## config.mk

```make
export PLATFORM = sky130hd
export DESIGN_NAME = frame_config_writer
export DESIGN_NICKNAME = d
export VERILOG_FILES = /design/src/rtl/frame_config_writer_pkg.sv /design/src/rtl/frame_config_writer_strobe_decoder.sv /design/src/rtl/frame_config_writer.sv
export SDC_FILE = /design/constraint.sdc
export NUM_CORES = 1
export LEC_CHECK = 0
export ABC_AREA = 1
export BUFFER_PORTS_ARGS = -buffer_cell sky130_fd_sc_hd__buf_4
export CAP_MARGIN = 5
export CORE_AREA = 2 2 156 128
export CTS_BUF_LIST = sky130_fd_sc_hd__clkbuf_16
export CTS_CLUSTER_SIZE = 24
export DETAILED_ROUTE_END_ITERATION = 6
export DIE_AREA = 0 0 158 130
export GPL_ROUTABILITY_DRIVEN = 0
export HOLD_SLACK_MARGIN = 0.02
export REMOVE_ABC_BUFFERS = 1
export SLEW_MARGIN = 20
export SYNTH_ARGS = -nofsm -noshare
export SYNTH_HDL_FRONTEND = slang
export SYNTH_SLANG_ARGS = --single-unit
export TNS_END_PERCENT = 50
```

## constraint.sdc

```tcl
create_clock -name CLK -period 3.6 [get_ports CLK]
set_input_delay 0.54 -clock CLK [delete_from_list [all_inputs] [get_ports CLK]]
set_output_delay 0.54 -clock CLK [all_outputs]
set_load 0.005 [all_outputs]
```

## src/rtl/frame_config_writer_pkg.sv

```systemverilog
// Shared types and constants for the frame configuration writer.
// Holds the controller state encoding, command opcodes and command word field positions.
package cfg_writer_pkg;

  typedef enum logic [2:0] {
    SYNC,
    CMD,
    LOAD,
    SETUP,
    STROBE,
    HOLD
  } state_t;

  localparam logic [7:0] OP_DESYNC = 8'h00;
  localparam logic [7:0] OP_WRITE  = 8'h01;

  localparam int unsigned OPCODE_MSB = 31;
  localparam int unsigned OPCODE_LSB = 24;
  localparam int unsigned FRAME_MSB  = 23;
  localparam int unsigned FRAME_LSB  = 16;
  localparam int unsigned COUNT_MSB  = 15;
  localparam int unsigned COUNT_LSB  = 0;

  localparam logic [31:0] SYNC_WORD_DEFAULT = 32'hFAB0_FAB1;

endpackage

```

## src/rtl/frame_config_writer_strobe_decoder.sv

```systemverilog
// Registered binary-to-one-hot decoder with enable.
// Out-of-range indices produce an all-zero output; reset clears the output asynchronously.
module frame_strobe_decoder #(
  parameter int unsigned Width   = 20,
  parameter int unsigned IdxBits = 8
) (
  input  logic               CLK,
  input  logic               reset,
  input  logic               en,
  input  logic [IdxBits-1:0] idx,
  output logic [Width-1:0]   strobe
);

  localparam logic [Width-1:0] One = {{(Width-1){1'b0}}, 1'b1};

  always_ff @(posedge CLK or posedge reset) begin
    if (reset) begin
      strobe <= '0;
    end else if (en && (32'(idx) < Width)) begin
      strobe <= One << idx;
    end else begin
      strobe <= '0;
    end
  end

endmodule

```

## src/rtl/frame_config_writer.sv

```systemverilog
// Configuration write controller: parses sync/command words from a bitstream
// and writes frames into transparent-high latches with guaranteed setup and hold.
module frame_config_writer
  import cfg_writer_pkg::*;
#(
  parameter int unsigned MaxFramesPerCol = 20,
  parameter int unsigned FrameBitsPerRow = 32,
  parameter int unsigned SetupCycles     = 1,
  parameter int unsigned StrobeCycles    = 1,
  parameter logic [FrameBitsPerRow-1:0] SyncWord = SYNC_WORD_DEFAULT
) (
  input  logic                       CLK,
  input  logic                       reset,
  input  logic [FrameBitsPerRow-1:0] s_data,
  input  logic                       s_valid,
  output logic                       s_ready,
  output logic [FrameBitsPerRow-1:0] FrameData,
  output logic [MaxFramesPerCol-1:0] FrameStrobe,
  output logic                       busy,
  output logic                       done,
  output logic                       error
);

  state_t      state, nextState;
  logic [7:0]  frameIdx, nextFrameIdx;
  logic [15:0] wordCnt, nextWordCnt;
  logic [15:0] cycleCnt, nextCycleCnt;
  logic        nextError, nextDone, loadData, xfer;

  logic [7:0]  cmdOp;
  logic [7:0]  cmdFrame;
  logic [15:0] cmdCount;
  logic [16:0] rangeEnd;

  assign xfer     = s_valid && s_ready;
  assign cmdOp    = s_data[OPCODE_MSB:OPCODE_LSB];
  assign cmdFrame = s_data[FRAME_MSB:FRAME_LSB];
  assign cmdCount = s_data[COUNT_MSB:COUNT_LSB];
  // 17-bit sum so a large start index plus count cannot wrap past the check
  assign rangeEnd = {9'd0, cmdFrame} + {1'b0, cmdCount};
  assign busy     = (state != SYNC);

  always_ff @(posedge CLK or posedge reset) begin
    if (reset) begin
      state     <= SYNC;
      frameIdx  <= '0;
      wordCnt   <= '0;
      cycleCnt  <= '0;
      FrameData <= '0;
      s_ready   <= 1'b0;
      done      <= 1'b0;
      error     <= 1'b0;
    end else begin
      state    <= nextState;
      frameIdx <= nextFrameIdx;
      wordCnt  <= nextWordCnt;
      cycleCnt <= nextCycleCnt;
      done     <= nextDone;
      error    <= nextError;
      s_ready  <= (nextState == SYNC) || (nextState == CMD) || (nextState == LOAD);
      if (loadData) begin
        FrameData <= s_data;
      end
    end
  end

  always_comb begin
    nextState    = state;
    nextFrameIdx = frameIdx;
    nextWordCnt  = wordCnt;
    nextCycleCnt = cycleCnt;
    nextError    = error;
    nextDone     = 1'b0;
    loadData     = 1'b0;
    case (state)
      SYNC: begin
        if (xfer && (s_data == SyncWord)) begin
          nextError = 1'b0;
          nextState = CMD;
        end
      end
      CMD: begin
        if (xfer) begin
          case (cmdOp)
            OP_WRITE: begin
              if (cmdCount == 16'd0) begin
                nextDone = 1'b1;
              end else if (rangeEnd > 17'(MaxFramesPerCol)) begin
                nextError = 1'b1;
                nextState = SYNC;
              end else begin
                nextFrameIdx = cmdFrame;
                nextWordCnt  = cmdCount;
                nextState    = LOAD;
              end
            end
            OP_DESYNC: nextState = SYNC;
            default: begin
              nextError = 1'b1;
              nextState = SYNC;
            end
          endcase
        end
      end
      LOAD: begin
        if (xfer) begin
          loadData     = 1'b1;
          nextCycleCnt = '0;
          nextState    = SETUP;
        end
      end
      SETUP: begin
        if (cycleCnt == 16'(SetupCycles - 1)) begin
          nextCycleCnt = '0;
          nextState    = STROBE;
        end else begin
          nextCycleCnt = cycleCnt + 16'd1;
        end
      end
      STROBE: begin
        if (cycleCnt == 16'(StrobeCycles - 1)) begin
          nextCycleCnt = '0;
          nextState    = HOLD;
        end else begin
          nextCycleCnt = cycleCnt + 16'd1;
        end
      end
      HOLD: begin
        nextFrameIdx = frameIdx + 8'd1;
        nextWordCnt  = wordCnt - 16'd1;
        if (wordCnt == 16'd1) begin
          nextDone  = 1'b1;
          nextState = CMD;
        end else begin
          nextState = LOAD;
        end
      end
      default: nextState = SYNC;
    endcase
  end

  // Strobe flop loads as the FSM enters STROBE so it is high exactly during STROBE cycles
  frame_strobe_decoder #(
    .Width   (MaxFramesPerCol),
    .IdxBits (8)
  ) u_strobeDecoder (
    .CLK    (CLK),
    .reset  (reset),
    .en     (nextState == STROBE),
    .idx    (frameIdx),
    .strobe (FrameStrobe)
  );

endmodule
```

After elaboration in Yosys (flattened, before gate mapping)
Index checks and enable logic that the tools add are counted.
Cells by class
  order comparisons: 2
  muxes and demuxes: 37
  add/sub/neg operators: 4
  reductions and logical operators: 18
  equal/unequal tests: 20
  shift-type cells: 1
Operators with widths (count)
  $mux W16: 6
  $pmux W16 S2: 2
  $eq A32 B32 Y1 const B: 1
  $logic_not A16 Y1: 2
  $mux W8: 4
  $mux W3: 7
  $mux W20: 1
  $shl A1 B8 Y20 const A: 1
  $pmux W3 S6: 1
  $add A8 B16 Y17: 1
  $gt A17 B5 Y1 const B: 1
  $add A16 B1 Y16 const B: 1
  $eq A16 B1 Y1 const B: 1
  $pmux W8 S2: 1
  $sub A16 B1 Y16 const B: 1
  $ne A2 B2 Y1 const B: 7
  $mux W1: 10
  $eq A3 B2 Y1 const B: 3
  $eq A3 B3 Y1 const B: 3
  $add A8 B1 Y8 const B: 1
  $eq A8 B1 Y1 const B: 1
  $logic_not A8 Y1: 1
  $lt A8 B5 Y1 const B: 1
  $eq A3 B1 Y1 const B: 2
  12 further kinds: 22
Word-level totals
  word-level logic and storage cells: 91
  register bits after elaboration: 98
  bits of input ports: 35

Logic depth before layout (Yosys ltp)
Gate-level depths: netlist (run 1).
  word-level depth: 10
  gate-level depth with buffers: 19
  depth with buffers taken out: 18

Hierarchy
From an unflattened synthesis (run 1), not the netlist that was laid out.
Unflattened totals
  cells, all modules: 768
  area total of the unflattened synthesis: 5632.9 sq um
By module, submodules not included
  frame_config_writer: sequential area each 1951.9 sq um, cells an instance 697, times used 1, area each 4880.9 sq um
  frame_strobe_decoder: sequential area each 500.5 sq um, cells an instance 71, times used 1, area each 752.0 sq um

Worst setup path after synthesis (run 1)
No wires, ideal clock.
  path type: input-to-reg
  start point: input s_data[0]
  end point: register wordCnt[8]
  arrival: 2489 ps
  cell stages on the path: 16
  required time: 3480 ps
  library setup time: 120 ps
  slack: 991 ps
  cell sequence: ha_1 -> fa_1 -> or2_2 -> nand3_1 -> nand3_1 -> nand2_1 -> inv_1 -> nor2_1 -> nand3_1 -> nor2_1 -> nand3_2 -> nand2_4 -> nand2_4 -> buf_6 -> nand2_1 -> nand2_1
On the way
  cells in the longest elaborated chain, start to end: 4
RTL lines
  start, declared: line frame_config_writer.sv:14  | input logic [FrameBitsPerRow-1:0] s_data,
  $add A8 B16 Y17: line frame_config_writer.sv:40  | assign rangeEnd = {9'd0, cmdFrame} + {1'b0, cmdCount};
  $gt A17 B5 Y1: line frame_config_writer.sv:88  | end else if (rangeEnd > 17'(MaxFramesPerCol)) begin
  $ne A2 B2 Y1 (no source line)
  $reduce_and A5 Y1 (no source line) (*)
  end signal, assigned: line frame_config_writer.sv:56  | wordCnt <= nextWordCnt;
  end, declared: line frame_config_writer.sv:26  | logic [15:0] wordCnt, nextWordCnt;
Every way passes the cells marked *; elsewhere a longest branch is shown, timed or not.
A chain may end at the register's enable or synchronous reset.

Worst setup path in the final report (run 1)
  start point: input s_data[0]
  end point: register wordCnt[3]
The elaborated chain is that of the path after synthesis.

==> run summary, run 1 <==
- 0 — number of max-cap violations
- 3 — H-Tree Level Count
- s_data[0] — beginning of the critical path
- 911 — Final nets
- sky130_fd_sc_hd__dfrtp_1 44%, sky130_fd_sc_hd__nand2_1 15%, sky130_fd_sc_hd__inv_1 6.8% — leading cell types by total area after synthesis
- 46 — # rows
- 3.25% — adder and majority cell fraction of the synthesized area
- 0 — setup violation total in the final timing report
- input pin to flop — startpoint-to-endpoint class of the critical path
- 27.1% — switching power as a share of total power
- 43.7% — sequential-to-total area share from yosys stat
- 773 — cell count after synthesis
- 0.00986 ns — worst clock skew
- 0.00659 mm^2 — placed instance area
- 42.1% — share of power burned in the clock network
- 0.859 ns — Final Worst Setup Slack
- 48.4% — relative contribution of sequential cells to total power
- 1.56% — post-synthesis xor/xnor area fraction
- 0 — global route overflow
- false — setup repair after global routing missed its margin
- 22.4% — routing usage on met2
- 91 — count of boundary I/O pins
- sky130_fd_sc_hd__dfrtp_1 — most common flop cell mapped by yosys
- 100% — async set-or-reset flop fraction in the synthesized netlist
- complete, no violations — outcome
- 1,131 — number of non-filler instances in the completed layout
- 0 — # diodes
- 0.167 mV — worst-case vdd ir drop
- 0.0192 mm^2 — core area
- state[0]$_DFF_PP0_ — Reg2Reg Launch Point
- 5 — Pre-Repair DR Iteration Count
- met1 — global routing's busiest layer
- 24 — largest fanout of any net on the critical path
- 25.1% — met1 Track Usage GR
- 9.12% — compound-cell area share of the yosys netlist
- 4.70 — Vias/cell
- 3.85 ns — critical path data required time
- 0 — PostCTS Resize Cnt
- 0 — Post-synth EDFFs
- 99 — maximum number of pins on one net before global-route repair
- 2.27 mW — total power of the final layout
- 16,000 um — sum of routed wire length over all layers
- 76.1% — share of the clock period used by the worst path after layout
- 98 — flip-flop and latch count after synthesis
- yes — CTS tree
- 90 — # port buffers
- 22.4% — area delta synth->final
- 2 — Clock Path Buffers
- input pin — Critical Path Source Type
- wordCnt[3]$_DFFE_PP0P_ — terminus of the critical flop-to-flop path
- 0 — final-report max-slew violation count
- 54.7% — worst rel slew slack
- input pin to asynchronous set/reset pin — Hold WC Path Type
- 16.3% — total routing resource utilization after global routing
- 14.2 um — average detailed-routed wire length per instance
- 1.66 mW — cell-internal power
- 0.497 ns — setup slack after placement
- 0.615 mW — switching pwr
- 365 MHz — Fmax
- 0.0205 mm^2 — DIE AREA
- 5,319 — number of vias in the routed layout
- 158 um — die width
- flop — Critical Path End Type
- 0 ns — setup total negative slack
- 0 — final-report hold violation count
- 1.12 ns — Reg2Reg Setup Slack
- 7.26 um^2 — syn_area_per_cell
- 0 — number of warnings issued by yosys
- 4.45% — Global Route met3 Usage
- 0 — postcts setup bufs
- 3.56 nW — reported leakage power
- 29.2% — Initial Utilization
- 9 — Num CTS Buffers
- 12,000 um — dpl hpwl
- 4,864 — via count of the first global-routing pass
- sky130_fd_sc_hd__clkbuf_16 — buffer type at the clock tree root
- 0.08 ns — clock edge transition at the registers on the reported setup and hold paths
- 33.3% — post-synthesis simple-gate area fraction
- 0 — number of antenna violations at the first check in global routing
- 0.00561 mm^2 — Syn Std Cell Area
- 130 um — die extent in y
- 35.8% — Util after Layout
- 39 — Netlist cell types
- 0.673 ns — Worst-Margin Slew
- simple AND/OR/NAND/NOR gates — main combinational cell family by area after synthesis
- 9 — worst r2r path cells
- 330 mW/mm^2 — power density over the cells
- 0.00687 mm^2 — post-route cell area
- 26,100 um — global-route wire length before repair
- 43.7% — proportion of netlist area held by the largest area contributor
- 1,115 — count of placed standard cells including taps
- 98 — CTS sink count
- sky130_fd_sc_hd__nand2_1 — most common cell in the synthesized netlist
- 14.8% — fraction of final layout cells with drive strength greater than 1
- 2.99 ns — data arrival time at the worst-slack endpoint
- 0.36 ns — clock latency at the later pin of the worst-skew pair
- 224 x sky130_fd_sc_hd__nand2_1, 101 x sky130_fd_sc_hd__inv_1, 98 x sky130_fd_sc_hd__dfrtp_1, 78 x sky130_fd_sc_hd__nor2_1, 70 x sky130_fd_sc_hd__nand3_1 — Commonest cells post-synth
- 9.5% — portion of total power attributed to combinational logic
- sky130_fd_sc_hd__dfrtp_1 — area leader, netlist
- 0 — Final ANT Viol Nets
- 0.401% — multiplexer share of the synthesized area
- 2.74 ns — final critical path time including I/O delays and setup
- 501 — DRC violation total after the first TritonRoute iteration
- 0 — CTS Hold Buffers Added
- 0.303 ns — worst-case hold slack
- 0 — final routed DRC violation total
sequential cells by signal, indices dropped and copies added (netlist names), 3 cells and up:
signal and count:
FrameData 32, cycleCnt 16, frameIdx 8, state 3
u_strobeDecoder.strobe 20, wordCnt 16
per-layer routing:
layer	routed length, um	vias up
met2	6430	145
li1	-	2678
met3	1060	16
met1	8330	2480
met4	221	0
met5	0	-
worst max-delay path by stage:
stage               slack, ns                  endpoint
floorplan                0.50  FrameData[0]$_DFFE_PP0P_
global placement         0.57    wordCnt[8]$_DFFE_PP0P_
detailed placement       0.50    wordCnt[8]$_DFFE_PP0P_
CTS                      0.87   frameIdx[3]$_DFFE_PP0P_
global route             0.65    wordCnt[7]$_DFFE_PP0P_
finish                   0.86    wordCnt[3]$_DFFE_PP0P_
power groups by stage:
stage / sequential [mW] / combinational (mW) / clock (mW)
6_report: 1.10 / 0.216 / 0.956
5_1_grt: 1.10 / 0.242 / 1.03
3_5_place_dp: 1.12 / 0.213 / 0
4_1_cts: 1.10 / 0.214 / 0.992
2_1_floorplan: 1.12 / 0.124 / 0
3_3_place_gp: 1.12 / 0.215 / 0
cells in the final DEF (no fill, tap or decap), types with 3 or more instances in the layout:
cell type | synthesis | routed
sky130_fd_sc_hd__nor2_1 | 78 | 78
sky130_fd_sc_hd__clkinv_4 | 0 | 3
sky130_fd_sc_hd__nand2_1 | 224 | 223
sky130_fd_sc_hd__clkinv_1 | 3 | 4
sky130_fd_sc_hd__o31ai_1 | 3 | 3
sky130_fd_sc_hd__a21oi_1 | 15 | 15
sky130_fd_sc_hd__o21ai_0 | 59 | 59
sky130_fd_sc_hd__nand3b_1 | 3 | 3
sky130_fd_sc_hd__nand3_1 | 70 | 70
sky130_fd_sc_hd__o22ai_1 | 7 | 7
sky130_fd_sc_hd__clkbuf_16 | 0 | 9
sky130_fd_sc_hd__nand4_1 | 24 | 24
sky130_fd_sc_hd__inv_1 | 101 | 100
sky130_fd_sc_hd__or2_2 | 3 | 3
sky130_fd_sc_hd__buf_4 | 1 | 94
sky130_fd_sc_hd__nor4_1 | 7 | 7
sky130_fd_sc_hd__nor3_1 | 14 | 14
sky130_fd_sc_hd__xor2_1 | 8 | 8
sky130_fd_sc_hd__ha_1 | 13 | 13
sky130_fd_sc_hd__dfrtp_1 | 98 | 98
sky130_fd_sc_hd__nor2_2 | 3 | 3
final cells by class:
cell class	instances	area, um^2
Sequential cell	98	2450
Clock inverter	7	61.3
Fill cell	2072	12400
Timing Repair Buffer	95	726
Tap cell	264	330
Clock buffer	9	225
Inverter	106	400
Multi-Input combinational cell	552	2680
critical path, cell delays in order:
cell and delay, ns:
sky130_fd_sc_hd__buf_4 0.12, sky130_fd_sc_hd__ha_1 0.24, sky130_fd_sc_hd__fa_1 0.43, sky130_fd_sc_hd__or2_2 0.30
sky130_fd_sc_hd__nand3_1 0.08, sky130_fd_sc_hd__nand3_1 0.07, sky130_fd_sc_hd__nand2_1 0.06, sky130_fd_sc_hd__inv_1 0.04
sky130_fd_sc_hd__nor2_1 0.11, sky130_fd_sc_hd__nand3_1 0.09, sky130_fd_sc_hd__nor2_1 0.17, sky130_fd_sc_hd__nand3_2 0.12
sky130_fd_sc_hd__nand2_4 0.20, sky130_fd_sc_hd__nand2_4 0.24, sky130_fd_sc_hd__nand2_1 0.13, sky130_fd_sc_hd__nand2_1 0.05
cell families (layout without fill, tap and decap cells):
family,Yosys count,after routing
multiplexers,2,2
XOR/XNOR,10,10
AND/OR/NAND/NOR,433,433
adder cells (fa/ha/maj),14,14
buffers and inverters,123,217
flip-flops,98,98
AO/OA/AOI/OAI,93,93
Note: power is estimated with default switching activity, not from simulation.
==> run 2: changes to the inputs <==
Clock period 3.6 ns to 2.35 ns, I/O delays scaled along.
==> run summary, run 2 (synthesis results as in run 1) <==
- complete, no violations — outcome
- 2.52 ns — data arrival time at the worst-slack endpoint
- 0.313 mV — worst-case vdd ir drop
- 29.2% — Initial Utilization
- 4.65 — Vias/cell
- sky130_fd_sc_hd__clkbuf_16 — buffer type at the clock tree root
- yes — CTS tree
- 26,100 um — global-route wire length before repair
- 0 — # diodes
- input pin to flop — startpoint-to-endpoint class of the critical path
- 3 — hold path cells
- buf_4 > buf_4 > ha_1 > nand2_1 > nand2_1 > nand3_1 > nand2_1 > nand2_1 > nand2_1 > inv_1 > nand2_1 > nor2_2 > nand2_1 > nor2_2 > nand3_2 > nand2_8 > buf_8 > nand3_1 > nand2_1 — CP Cell Sequence
- 0.426 ns — Worst-Margin Slew
- 63 — maximum number of pins on one net before global-route repair
- 0 — setup violation total in the final timing report
- 91 — count of boundary I/O pins
- 3.77 nW — reported leakage power
- 32 — Largest register FFs
- 0 — number of antenna violations at the first check in global routing
- flop — Critical Path End Type
- 3.59 mW — total power of the final layout
- s_data[31] — hold path startpoint
- 0 — final routed DRC violation total
- sky130_fd_sc_hd__nand2_1 — cell repeated most along the worst path
- 9 — Num CTS Buffers
- 0 — number of max-cap violations
- 19.6% — fraction of final layout cells with drive strength greater than 1
- input pin — Critical Path Source Type
- 0 — final-report hold violation count
- 4,957 — via count of the first global-routing pass
- u_strobeDecoder.strobe[12]$_DFF_PP0_ — terminus of the critical flop-to-flop path
- 2.23 ns — final critical path time including I/O delays and setup
- 490 mW/mm^2 — power density over the cells
- 11 — worst r2r path cells
- 448 MHz — Fmax
- 16.4% — total routing resource utilization after global routing
- sky130_fd_sc_hd__ha_1 — crit path max-delay cell type
- 130 um — die extent in y
- 0.07 ns — clock edge transition at the registers on the reported setup and hold paths
- 71.3% — worst rel slew slack
- 8 — largest fanout of any net on the critical path
- 0 — global route overflow
- input pin to flop — Hold WC Path Type
- 223 x sky130_fd_sc_hd__nand2_1, 124 x sky130_fd_sc_hd__buf_4, 100 x sky130_fd_sc_hd__inv_1, 98 x sky130_fd_sc_hd__dfrtp_1, 76 x sky130_fd_sc_hd__nor2_1 — most frequent cells in the layout
- 376 — DRC violation total after the first TritonRoute iteration
- 46 — # rows
- 0.32 ns — stage delay of the slowest cell on the critical path
- 16,400 um — sum of routed wire length over all layers
- 158 um — die width
- 0.0167 ns — worst clock skew
- 0.0205 mm^2 — DIE AREA
- 98 — CTS sink count
- 0 — final-report max-slew violation count
- FrameData x32, u_strobeDecoder.strobe x20 — biggest regs
- 0.37 ns — clock latency at the later pin of the worst-skew pair
- 14.0 um — average detailed-routed wire length per instance
- 949 — Final nets
- 0 ns — setup total negative slack
- sky130_fd_sc_hd__nand2_1 — most common library cell in the layout ignoring fill and taps
- 0.0192 mm^2 — core area
- 0.21 ns — Reg2Reg Setup Slack
- FrameData[31]$_DFFE_PP0P_ — hold endpoint
- 90 — # port buffers
- 3 — H-Tree Level Count
- cycleCnt[0]$_DFFE_PP0P_ — Reg2Reg Launch Point
- 5 — Pre-Repair DR Iteration Count
- 12,400 um — dpl hpwl
- 30.3% — area delta synth->final
- 2.64 ns — critical path data required time
- 94.9% — share of the clock period used by the worst path after layout
- 5,441 — number of vias in the routed layout
- 2 — Clock Path Buffers
- 0 — Final ANT Viol Nets
- FrameData — Most flops, register
[run 2: changes by cell type in the layout (fill, tap and decap cells not counted), moves of 2 or more]
cell / delta
sky130_fd_sc_hd__buf_4: +30
sky130_fd_sc_hd__nand3_1: -6
sky130_fd_sc_hd__nand3_2: +6
sky130_fd_sc_hd__nand2_8: +4
sky130_fd_sc_hd__buf_12: +3
sky130_fd_sc_hd__buf_8: +2
sky130_fd_sc_hd__clkinv_4: -2
sky130_fd_sc_hd__clkinvlp_4: +2
sky130_fd_sc_hd__nand2_4: -2
sky130_fd_sc_hd__nor2_1: -2
sky130_fd_sc_hd__nor2_2: +2
[run 2: how the worst max path moves through the flow]
| stage | start | endpoint | slack [ns] |
|---|---|---|---|
| global route | s_data[2] | wordCnt[5]$_DFFE_PP0P_ | -0.003 |
| floorplan | reset | FrameData[0]$_DFFE_PP0P_ | -0.56 |
| finish | s_data[1] | frameIdx[1]$_DFFE_PP0P_ | 0.12 |
| global placement | s_data[0] | wordCnt[8]$_DFFE_PP0P_ | -0.31 |
| CTS | s_data[0] | frameIdx[1]$_DFFE_PP0P_ | 0.05 |
| detailed placement | s_data[0] | frameIdx[1]$_DFFE_PP0P_ | -0.38 |
[run 2: per-layer routing]
layer	track usage, %	share of wire, %	wire length, um
met4	4.08	1.1	177
met5	0	0	0
met1	25.3	53	8610
met3	3.75	5.7	932
met2	22.7	41	6660
[run 2: through the flow]
step / worst slack, ns / hold slack [ns] / utilization [%] / instances / instance area (um^2)
finish: 0.120 / 0.282 / 38.1 / 1169 / 7310
global route: -0.00313 / 0.290 / 38.1 / 1169 / 7310
CTS: 0.0486 / 0.272 / 37.5 / 1167 / 7200
detailed placement: -0.382 / 0.356 / 35.8 / 1150 / 6890
global placement: -0.314 / 0.355 / 35.8 / 1150 / 6890
floorplan: -0.565 / 0.458 / - / 756 / 5530
[run 2: cell type report]
| cell class | instances | area [um^2] |
|---|---|---|
| fill | 2016 | 11900 |
| multi-input combinational | 554 | 2780 |
| sequential | 98 | 2450 |
| timing repair buffer | 131 | 1050 |
| inverter | 106 | 400 |
| tap | 264 | 330 |
| clock buffer | 9 | 225 |
| clock inverter | 7 | 71.3 |
[run 2: timing repair]
action,in CTS,in global routing
setup endpoints to repair,1,41
pin swaps,0,17
gates resized for setup,1,19
endpoints found under the hold margin,22,0
setup buffers,0,0
hold buffers,1,0
gates cloned,0,2
[run 2: where the power goes]
| group | switching, mW | leakage [nW] | internal (mW) | total, mW |
|---|---|---|---|---|
| combinational | 0.231 | 2.35 | 0.152 | 0.383 |
| sequential | 0 | 1.29 | 1.68 | 1.68 |
| clock | 0.769 | 0.139 | 0.750 | 1.52 |
[run 2: critical path, delay by kind of cell]
family	cells	cell delay, ns
adders and majority gates	1	0.32
and+or+nand+nor	14	1.38
buffers and inverters	4	0.47
==> run 3: changes to the inputs <==
Settings changed: CTS_BUF_LIST sky130_fd_sc_hd__clkbuf_16 to sky130_fd_sc_hd__clkbuf_8, CTS_CLUSTER_DIAMETER set to 40.
==> run summary, run 3 (synthesis results as in run 1) <==
- 52.7% — relative contribution of sequential cells to total power
- input pin — Critical Path Source Type
- 0.0255 ns — worst clock skew
- 949 — Final nets
- 29.2% — Initial Utilization
- 2.22 ns — final critical path time including I/O delays and setup
- 0 — postcts setup bufs
- 94.4% — share of the clock period used by the worst path after layout
- 69.3% — worst rel slew slack
- 447 mW/mm^2 — power density over the cells
- 2.55 ns — data arrival time at the worst-slack endpoint
- 222 x sky130_fd_sc_hd__nand2_1, 124 x sky130_fd_sc_hd__buf_4, 100 x sky130_fd_sc_hd__inv_1, 98 x sky130_fd_sc_hd__dfrtp_1, 77 x sky130_fd_sc_hd__nor2_1 — most frequent cells in the layout
- 9 — Num CTS Buffers
- input pin to flop — startpoint-to-endpoint class of the critical path
- 0 — setup violation total in the final timing report
- 5 — Pre-Repair DR Iteration Count
- 335 — DRC violation total after the first TritonRoute iteration
- 18.9% — fraction of final layout cells with drive strength greater than 1
- 158 um — die width
- sky130_fd_sc_hd__clkbuf_8 — buffer type at the clock tree root
- 12,400 um — dpl hpwl
- buf_4 > ha_2 > fa_1 > nand2_1 > nand3_1 > nand3_1 > nand3b_1 > nand2_1 > nand2_1 > nor2_1 > nand2_1 > nor2_2 > nand3_2 > nand2_4 > buf_6 > nand3_1 > nand2_1 — CP Cell Sequence
- 130 um — die extent in y
- 16,300 um — sum of routed wire length over all layers
- 0.269 mV — worst-case vdd ir drop
- -0.382 ns — setup slack after placement
- input pin to flop — Hold WC Path Type
- FrameData — Most flops, register
- 3 — H-Tree Level Count
- sky130_fd_sc_hd__fa_1 — crit path max-delay cell type
- sky130_fd_sc_hd__nand2_1 — cell repeated most along the worst path
- 0 — number of antenna violations at the first check in global routing
- 0 — number of max-cap violations
- 8 — largest fanout of any net on the critical path
- 0 — final-report max-slew violation count
- 32 — Largest register FFs
- 26,100 um — global-route wire length before repair
- sky130_fd_sc_hd__nand2_1 — most common library cell in the layout ignoring fill and taps
- 4,956 — via count of the first global-routing pass
- 27.4% — area delta synth->final
- 0 — global route overflow
- 0.948 mW — switching pwr
- 13.9 um — average detailed-routed wire length per instance
- 3.72 nW — reported leakage power
- 63 — maximum number of pins on one net before global-route repair
- yes — CTS tree
- 0 — # diodes
- 37.2% — Util after Layout
- 2 — Clock Path Buffers
- 0.132 ns — Final Worst Setup Slack
- 0.0205 mm^2 — DIE AREA
- 4.61 — Vias/cell
- 16.3% — total routing resource utilization after global routing
- 2.25 mW — cell-internal power
- 0 — final routed DRC violation total
- flop — Critical Path End Type
- FrameData x32, u_strobeDecoder.strobe x20 — biggest regs
- complete, no violations — outcome
- 91 — count of boundary I/O pins
- 11.8% — portion of total power attributed to combinational logic
- false — setup repair after global routing missed its margin
- 29.6% — switching power as a share of total power
- 0 — Final ANT Viol Nets
- 0 — final-report hold violation count
- 35.5% — share of power burned in the clock network
- 46 — # rows
- 98 — CTS sink count
- 0.0192 mm^2 — core area
- 0.456 ns — Worst-Margin Slew
- 0.42 ns — stage delay of the slowest cell on the critical path
- 0.41 ns — clock latency at the later pin of the worst-skew pair
- 0.10 ns — clock edge transition at the registers on the reported setup and hold paths
- 2.68 ns — critical path data required time
- 90 — # port buffers
- 5,386 — number of vias in the routed layout
- 451 MHz — Fmax
-- run 3: worst max-delay path: cells and delay by family --
family / cells / cell delay, ns
buffers and inverters: 2 / 0.28
adder cells (fa/ha/maj): 2 / 0.60
AND/OR/NAND/NOR: 13 / 1.29
-- run 3: path summary, 6_finish.rpt --
path,slack (ns),to,cells past startpoint,from
hold reg to reg,0.50,FrameData[17]$_DFFE_PP0P_,2,FrameData[17]$_DFFE_PP0P_
setup / recovery,0.13,frameIdx[1]$_DFFE_PP0P_,17,s_data[0]
min in group asynchronous,0.46,frameIdx[2]$_DFFE_PP0P_,3,reset
max in group asynchronous,1.27,FrameData[13]$_DFFE_PP0P_,4,reset
setup reg to reg,0.21,u_strobeDecoder.strobe[12]$_DFF_PP0_,11,cycleCnt[0]$_DFFE_PP0P_
hold / removal,0.24,FrameData[31]$_DFFE_PP0P_,3,s_data[31]
-- run 3: area by class of cell --
cell class | count | area, um^2
Multi-Input combinational cell | 554 | 2730
Inverter | 106 | 400
Timing Repair Buffer | 131 | 1040
Sequential cell | 98 | 2450
Clock inverter | 7 | 71.3
Tap cell | 264 | 330
Fill cell | 2040 | 12100
Clock buffer | 9 | 124
-- run 3: metal layers --
metal | wire length, um | track usage, %
met1 | 8460 | 25.3
met2 | 6600 | 22.8
met3 | 1030 | 3.65
met4 | 165 | 3.92
met5 | 0 | 0
-- run 3: power by group through the flow --
stage          Combinational, mW  Clock (mW)  Sequential (mW)
6_report                   0.378        1.13             1.69
5_1_grt                    0.420        1.24             1.69
4_1_cts                    0.374        1.19             1.69
3_5_place_dp               0.371           0             1.72
3_3_place_gp               0.373           0             1.72
2_1_floorplan              0.190           0             1.72
-- run 3: timing repair --
item | 4_1_cts | 5_1_grt
endpoints found under the hold margin | 22 | 0
resized for setup | 0 | 9
setup endpoints to repair | 0 | 41
hold buffers | 1 | 0
-- run 3: through the flow --
stage	cell area (um^2)	TNS, ns	std cells	power [mW]	hold slack (ns)
2_1_floorplan	5530	-59.20	756	1.91	0.458
3_3_place_gp	6890	-7.72	1150	2.09	0.355
3_5_place_dp	6890	-9.18	1150	2.09	0.356
4_1_cts	7090	0	1167	3.25	0.221
5_1_grt	7150	0	1169	3.34	0.246
6_report	7150	0	1169	3.20	0.243
